`src/rtl/sram_access_sequencer.sv`:
```
// -----------------------------------------------------------------------------
// sram_access_sequencer
//
// Memory-stage controller that turns a 32-bit pipeline load/store into two
// half-word accesses on an external 16-bit SRAM: low half-word first, then
// high half-word. Each phase holds the SRAM pins steady for WAIT_CYCLES clocks.
// While an access is in flight, ready is low, and the pipeline freezes on ~ready.
//
// Parameters
//   BASE_ADDR    byte address that maps to SRAM half-word 0
//   SRAM_AW      SRAM half-word address width
//   WAIT_CYCLES  clocks per half-word phase (>= 1)
//
// Ports
//   clk          rising-edge clock
//   rst          synchronous, active-high reset
//   mem_read     load request, level, held until ready
//   mem_write    store request, level, held until ready (ignored if mem_read)
//   address      word-aligned byte address
//   write_data   store data
//   read_data    load data, valid while ready=1 in DONE
//   ready        1 = no stall, 0 = pipeline must freeze (combinational)
//   addr_err     sticky out-of-range flag (0 unless range checking is built in)
//   sram_addr    SRAM half-word address
//   sram_we_n    SRAM write strobe, active low
//   sram_dq_out  data driven to the SRAM
//   sram_dq_oe   1 = drive sram_dq_out onto the SRAM bus
//   sram_dq_in   data returned by the SRAM
//
// Build option
//   SRAM_RANGE_CHECK_EN  When this macro is defined, requests below BASE_ADDR
//                        or beyond the SRAM are completed at once without any
//                        SRAM strobe. A load in that case returns 0, and
//                        addr_err is set until reset. When the macro is not
//                        defined, the address wraps by truncation and addr_err
//                        is tied to 0.
// -----------------------------------------------------------------------------
module sram_access_sequencer #(
  parameter int unsigned BASE_ADDR   = 1024,
  parameter int unsigned SRAM_AW     = 18,
  parameter int unsigned WAIT_CYCLES = 3
) (
  input  logic               clk,
  input  logic               rst,
  input  logic               mem_read,
  input  logic               mem_write,
  input  logic [31:0]        address,
  input  logic [31:0]        write_data,
  output logic [31:0]        read_data,
  output logic               ready,
  output logic               addr_err,
  output logic [SRAM_AW-1:0] sram_addr,
  output logic               sram_we_n,
  output logic [15:0]        sram_dq_out,
  output logic               sram_dq_oe,
  input  logic [15:0]        sram_dq_in
);

  // Word index width: one SRAM address bit selects the half-word.
  localparam int unsigned WW       = SRAM_AW - 1;
  localparam int unsigned CW       = (WAIT_CYCLES > 1) ? $clog2(WAIT_CYCLES) : 1;
  localparam logic [CW-1:0] LAST_CNT = CW'(WAIT_CYCLES - 1);
  localparam logic [31:0]   BASE     = 32'(BASE_ADDR);

  typedef enum logic [1:0] {
    S_IDLE,
    S_LO,
    S_HI,
    S_DONE
  } state_t;

  state_t          r_state;
  state_t          w_next_state;

  logic            r_op_write;
  logic [WW-1:0]   r_widx;
  logic [31:0]     r_wdata;
  logic [CW-1:0]   r_cnt;
  logic [31:0]     r_read_data;

  logic            w_req;
  logic            w_is_write;
  logic [31:0]     w_offset;
  logic [WW-1:0]   w_widx;
  logic            w_last;
  logic            w_out_of_range;

  assign w_req      = mem_read | mem_write;
  // A simultaneous read and write is treated as a read.
  assign w_is_write = mem_write & ~mem_read;
  assign w_offset   = address - BASE;
  // Truncation here gives the wrap-around behaviour when no range check is built in.
  assign w_widx     = WW'(w_offset >> 2);
  assign w_last     = (r_cnt == LAST_CNT);

`ifdef SRAM_RANGE_CHECK_EN
  // Below BASE the subtraction wraps, so that case must be tested on the raw address.
  assign w_out_of_range = (address < BASE) || ((w_offset >> 2) >= (32'd1 << WW));
`else
  assign w_out_of_range = 1'b0;
`endif

  // ---------------------------------------------------------------------------
  // State register
  // ---------------------------------------------------------------------------
  // NOTE: clocked state uses non-blocking assignments so every flop samples
  // pre-edge values regardless of process ordering.
  always_ff @(posedge clk) begin
    if (rst) r_state <= S_IDLE;
    else     r_state <= w_next_state;
  end

  // ---------------------------------------------------------------------------
  // Next state and SRAM pin decode
  // ---------------------------------------------------------------------------
  always_comb begin
    // NOTE: every output gets a default before the case, so no path leaves a
    // signal unassigned and no latch is inferred.
    w_next_state = r_state;
    ready        = 1'b0;
    sram_addr    = '0;
    sram_we_n    = 1'b1;
    sram_dq_out  = '0;
    sram_dq_oe   = 1'b0;

    unique case (r_state)
      S_IDLE: begin
        // Combinational ready: it drops in the same cycle that a request appears.
        ready = ~w_req;
        if (w_req) w_next_state = w_out_of_range ? S_DONE : S_LO;
      end

      S_LO: begin
        sram_addr = {r_widx, 1'b0};
        if (r_op_write) begin
          sram_we_n   = 1'b0;
          sram_dq_oe  = 1'b1;
          sram_dq_out = r_wdata[15:0];
        end
        if (w_last) w_next_state = S_HI;
      end

      S_HI: begin
        sram_addr = {r_widx, 1'b1};
        if (r_op_write) begin
          sram_we_n   = 1'b0;
          sram_dq_oe  = 1'b1;
          sram_dq_out = r_wdata[31:16];
        end
        if (w_last) w_next_state = S_DONE;
      end

      S_DONE: begin
        // The request still held here belongs to the retiring instruction.
        // Returning to IDLE without looking at it prevents a duplicate access.
        ready        = 1'b1;
        w_next_state = S_IDLE;
      end

      default: w_next_state = S_IDLE;
    endcase
  end

  // ---------------------------------------------------------------------------
  // Request latch, phase counter and read capture
  // ---------------------------------------------------------------------------
  always_ff @(posedge clk) begin
    if (rst) begin
      r_op_write  <= 1'b0;
      r_widx      <= '0;
      r_wdata     <= '0;
      r_cnt       <= '0;
      r_read_data <= '0;
    end else begin
      unique case (r_state)
        S_IDLE: begin
          if (w_req) begin
            r_op_write <= w_is_write;
            r_widx     <= w_widx;
            r_wdata    <= write_data;
            r_cnt      <= '0;
            if (w_out_of_range && !w_is_write) r_read_data <= '0;
          end
        end

        S_LO: begin
          if (w_last) begin
            r_cnt <= '0;
            if (!r_op_write) r_read_data[15:0] <= sram_dq_in;
          end else begin
            r_cnt <= r_cnt + CW'(1);
          end
        end

        S_HI: begin
          if (w_last) begin
            r_cnt <= '0;
            if (!r_op_write) r_read_data[31:16] <= sram_dq_in;
          end else begin
            r_cnt <= r_cnt + CW'(1);
          end
        end

        default: ;
      endcase
    end
  end

  assign read_data = r_read_data;

`ifdef SRAM_RANGE_CHECK_EN
  logic r_addr_err;

  // Sticky: only reset clears it.
  always_ff @(posedge clk) begin
    if (rst)                                           r_addr_err <= 1'b0;
    else if (r_state == S_IDLE && w_req && w_out_of_range) r_addr_err <= 1'b1;
  end

  assign addr_err = r_addr_err;
`else
  assign addr_err = 1'b0;
`endif

endmodule

```
`config.mk`:
```
export PLATFORM = sky130hd
export DESIGN_NAME = sram_access_sequencer
export DESIGN_NICKNAME = d
export VERILOG_FILES = /design/src/rtl/sram_access_sequencer.sv
export SDC_FILE = /design/constraint.sdc
export NUM_CORES = 1
export LEC_CHECK = 0
export BUFFER_PORTS_ARGS = -buffer_cell sky130_fd_sc_hd__buf_2
export CAP_MARGIN = 15
export CELL_PAD_IN_SITES_DETAIL_PLACEMENT = 1
export CELL_PAD_IN_SITES_GLOBAL_PLACEMENT = 1
export CORE_MARGIN = 8
export CORE_UTILIZATION = 35
export CTS_BUF_LIST = sky130_fd_sc_hd__clkbuf_16
export DETAILED_ROUTE_END_ITERATION = 6
export PLACE_DENSITY = 0.85
export SLEW_MARGIN = 15
export SYNTH_ARGS = -nofsm -noshare
export SYNTH_HDL_FRONTEND = slang
export SYNTH_SLANG_ARGS = --single-unit
```
`constraint.sdc`:
```
create_clock -name clk -period 3.07 [get_ports clk]
set_input_delay 0.7675 -clock clk [delete_from_list [all_inputs] [get_ports clk]]
set_output_delay 0.7675 -clock clk [all_outputs]
set_load 0.02 [all_outputs]
```
== Yosys cells after proc, flatten, opt, wreduce, memory -nomap -nowiden ==
Cells that the tools add are included.
W data, S select, Z words.
Cells by class
  add/sub/neg operators: 2
  equality and inequality tests: 7
  muxes and demuxes: 16
  bitwise operators: 5
  reduce and logical (&&, ||, !) cells: 8
Operators by type and width (number)
  $pmux W18 S2: 1
  $mux W16: 2
  $pmux W16 S2: 1
  $sub A19 B11 Y19 const B: 1
  $mux W2: 5
  $reduce_and A3 Y1: 3
  $pmux W2 S4: 1
  $eq A2 B2 Y1 const B: 3
  $ne A2 B2 Y1 const B: 3
  $mux W1: 4
  $pmux W2 S2: 1
  $reduce_and A2 Y1: 2
  $not A1 Y1: 3
  $add A2 B1 Y2 const B: 1
  $eq A2 B1 Y1 const B: 1
  $logic_not A2 Y1: 1
  $pmux W1 S2: 1
  $reduce_bool A2 Y1: 1
  $reduce_or A2 Y1: 1
  $and A1 B1 Y1: 1
  $or A1 B1 Y1: 1
Storage, ports and cells
  flip-flop bits (word level): 86
  input port bits: 84
  output and inout bits: 70
  logic and storage cells: 45

== Logic depth before layout (Yosys ltp) ==
  word-level depth: 4
  gate-level depth with buffers: 8
  depth with buffers taken out: 6

== Worst setup path before layout ==
OpenSTA, ideal clock, no wires.
  kind: register -> output
  from: register r_state[0]
  to: output sram_addr[15]
  arrival: 1.826 ns
  required time: 2.303 ns
  path slack: 0.476 ns
  cell stages (with the launch flop): 8
  buffers on the path: 2
  cell sequence: dfxtp_1 inv_1 ha_1 clkbuf_1 nor2_1 nor2b_1 clkbuf_1 and2_1
Between the ends
  cells in the longest elaborated chain, start to end: 2
  elaborated cells on any way between the ends: 3
  those cells by class: eq/ne (2); mux (1)
RTL lines
  start, declared: line 72  | state_t r_state;
  start signal, assigned: line 110  | else r_state <= w_next_state;
  $eq A2 B2 Y1 / $eq A2 B1 Y1 (equally long branches): line 126  | unique case (r_state)
  $pmux W18 S2 *: line 126
  end, declared: line 52  | output logic [SRAM_AW-1:0] sram_addr,
Every way passes the cells marked *; elsewhere a longest branch is shown, timed or not.

== Worst setup path after layout ==
  from: register r_state[0]
  to: output sram_dq_out[15]
Between the ends
  cells in the longest elaborated chain, start to end: 2
  elaborated cells on any way between the ends: 3
  those cells by class: eq/ne (2); mux (1)
RTL lines
  $eq A2 B2 Y1 / $eq A2 B1 Y1 (equally long branches): line 126
  $pmux W16 S2 *: line 126
  end, declared: line 54  | output logic [15:0] sram_dq_out,
Marks and branches as above.

==> impl_metrics.env <==
export IMPL_worst_path_stages=5
export IMPL_worst_slack_ns=0.247
export IMPL_grt_pass1_wl_mm=17.7
export IMPL_place_ws_ns=0.618
export IMPL_synthToLayoutAreaGrowth_pct=30.9
export IMPL_worstPathCellList="inv_1, ha_1, nand2_1, nor2_1, buf_2"
export IMPL_die_w_um=116
export IMPL_vias=3457
export IMPL_cts_buffer_depth=2
export IMPL_synth_avg_cell_area_sq_um=7.71
export IMPL_grt_use_total_pct=16.3
export IMPL_synth_area_sq_mm=0.00352
export IMPL_drt_iter0_markers=145
export IMPL_min_period_over_period_pct=92.0
export IMPL_cp_data_required_time_ns=2.30
export IMPL_insertion_delay_ns=0.33
export IMPL_diodes=0
export IMPL_cts_root_buf="clkbuf_16"
export IMPL_r2r_cells=6
export IMPL_max_freq_ghz=0.354
export IMPL_clk_pin_slew_ns=0.06
export IMPL_crit_path_end="sram_dq_out[15]"
export IMPL_synthCells=457
export IMPL_drv_slew=0
export IMPL_cts_hold_buf=0
export IMPL_rsz0062_at_grt="no"
export IMPL_fin_crit_ns=2.82
export IMPL_dp_hpwl_mm=8.33
export IMPL_multi_input_area_sq_mm=0.00166
export IMPL_ys_seq_area_share_pct=48.8
export IMPL_dieArea_sq_mm=0.0135
export IMPL_hold_viol=0
export IMPL_fillers=1264
export IMPL_worstSetupEndpointType="output pin"
export IMPL_cts_sinks=86
export IMPL_synth_nets=547
export IMPL_tns_ns=0
export IMPL_avgViaCountPerCell=4.81
export IMPL_fp_row_count=36
export IMPL_rr_startpoint="r_state[0]$_SDFFE_PP0P_"
export IMPL_relSlewSlack_pct=57.5
export IMPL_rrSetupSlack_ns=1.08
export IMPL_start_kind="register"
export IMPL_final_cell_mix="nand2_1, buf_2, dfxtp_1"
export IMPL_finalSetupViolations=0
export IMPL_cts_resized=0
export IMPL_mostFrequentLayoutCell="nand2_1"
export IMPL_grt_pass1_vias=3696
export IMPL_drive_above_1_share_pct=27.9
export IMPL_yosysWarnings=0
export IMPL_holdCritPathClass="reg2reg"
export IMPL_reg2reg_to="r_wdata[22]$_SDFFE_PP0P_"
export IMPL_cts_max_level=3
export IMPL_cts_setup_buffers=0
export IMPL_crit_arrival_ns=2.06
export IMPL_finalNetCount=670
export IMPL_dr_pass1_iters=5
export IMPL_p_total_w=0.00345
export IMPL_critical_path_top_delay_family="simple AND/OR/NAND/NOR gates"
export IMPL_port_buffers=137
export IMPL_peakVddDrop_v=0.000339
export IMPL_cts_tree="yes"
export IMPL_core_sq_mm=0.00977
export IMPL_grt_start_max_net_pins=41
export IMPL_die_h_um=116
export IMPL_critPathMaxStageDelay_ns=0.40
export IMPL_grt_overflow=0
export IMPL_cts_buffers_inserted=9
export IMPL_yosysUniqueCellTypes=31
export IMPL_tightestPinTransition_ns=0.638
export IMPL_path_buf_inv=2
export IMPL_final_seq_area_sq_mm=0.00172
export IMPL_initial_core_util_pct=36.1
export IMPL_post_route_util_pct=47.2
export IMPL_drv_cap=0
export IMPL_cpMaxStageDelayCell="nand2_1"
export IMPL_crit_start="r_state[0]$_SDFFE_PP0P_"
export IMPL_critPathMaxFanout=18
export IMPL_antenna_found_initial=0
export IMPL_synth_seq_cells=86
export IMPL_drc=0
export IMPL_fin_worst_skew_ns=0.00560
export IMPL_outcome="complete, no violations"
export IMPL_wl_per_cell_um=15.6
export IMPL_routed_wl_mm=11.2
export IMPL_ant_nets=0
export IMPL_instances_no_fill=718
export IMPL_powerDensity_mw_per_mm2=748
export IMPL_crit_type="reg2out"
export IMPL_finalWeightedCongestion=0.774
export IMPL_p_leak_nw=2.03
export IMPL_post_place_cells=702
export IMPL_io_pins=154
-- state kept, by name (all words and copies together) (netlist names) --
signal / flops
r_cnt: 2
read_data: 32
r_widx: 17
r_state: 2
r_wdata: 32
r_op_write: 1
-- area by class of cell --
cell class                 instances  area share [%]
tap                              133            3.61
timing repair buffer             145            16.2
sequential                        86            37.3
clock inverter                     7            1.76
multi-input combinational        333            35.9
inverter                           5           0.407
clock buffer                       9            4.88
-- tightest hold or removal path: stages (launching register included) --
cell and delay, ns:
dfxtp_1 0.31, nand2_1 0.05, a21oi_1 0.05
-- per-stage QoR --
step	instance area, sq um	hold slack [ns]
6_report	4610	0.455
5_1_grt	4610	0.474
4_1_cts	4610	0.459
3_5_place_dp	4310	0.451
3_3_place_gp	4310	0.439
2_1_floorplan	3520	0.432
-- cell usage after synthesis --
master,count,area share (%)
a311oi_1,2,0.50
o21ai_1,3,0.43
inv_1,5,0.53
o21a_1,1,0.21
buf_1,3,0.32
o31ai_1,1,0.21
conb_1,1,0.11
buf_2,5,0.71
nor3b_1,4,0.85
nand2_1,148,16
and2_1,19,3.4
or4_4,1,0.32
or3b_1,1,0.25
a211oi_2,1,0.35
nor4_2,1,0.35
nor3_1,1,0.14
a22oi_1,17,3.6
nor2b_1,2,0.35
xnor2_1,3,0.75
o21ai_0,1,0.14
nand3_1,1,0.14
a211oi_1,8,1.7
mux2i_1,2,0.57
dfxtp_1,86,49
clkbuf_1,24,2.6
ha_1,6,2.1
nor2_1,33,3.5
xor2_1,2,0.50
or3_1,1,0.18
a21oi_1,73,10
buf_4,1,0.21
-- how the worst min path moves through the flow --
stage,from,end,slack [ns],cells after the start
2_1_floorplan,r_widx[0]$_SDFFE_PP0P_,r_widx[0]$_SDFFE_PP0P_,0.43,2
3_3_place_gp,r_widx[6]$_SDFFE_PP0P_,r_widx[6]$_SDFFE_PP0P_,0.44,2
3_5_place_dp,read_data[25]$_SDFFE_PP0P_,read_data[25]$_SDFFE_PP0P_,0.45,2
4_1_cts,r_wdata[17]$_SDFFE_PP0P_,r_wdata[17]$_SDFFE_PP0P_,0.46,2
5_1_grt,r_wdata[26]$_SDFFE_PP0P_,r_wdata[26]$_SDFFE_PP0P_,0.47,2
6_report,r_widx[6]$_SDFFE_PP0P_,r_widx[6]$_SDFFE_PP0P_,0.46,2
-- routing by layer --
metal  routed length, um  share of wire, %  up-vias  global-route usage (%)
met5                   0                 0        -                       0
met4                 172               1.5        0                    7.35
met3                 555               4.9       11                    2.79
met2                5900                53       75                    30.5
met1                4590                41     1627                    17.6
li1                    -                 -     1744                       -
-- power breakdown --
group | internal, W | switching, W | leakage, nW
clock network | 0.000701 | 0.000428 | 0.159
registers | 0.00131 | 0.000105 | 0.703
logic | 0.000315 | 0.000593 | 1.17
total | 0.00233 | 0.00113 | 2.03
-- cells by family after synthesis --
family | count (synthesis) | share of synthesized area, %
AOI/OAI and AO/OA | 107 | 17.5
xor gates and xnor gates | 5 | 1.24
adders and majority gates | 6 | 2.13
buffers and inverters | 38 | 4.33
DFF | 86 | 48.8
muxes | 2 | 0.568
other | 1 | 0.106
and+or+nand+nor | 212 | 25.2
Note: power is estimated with default switching activity, not from simulation.
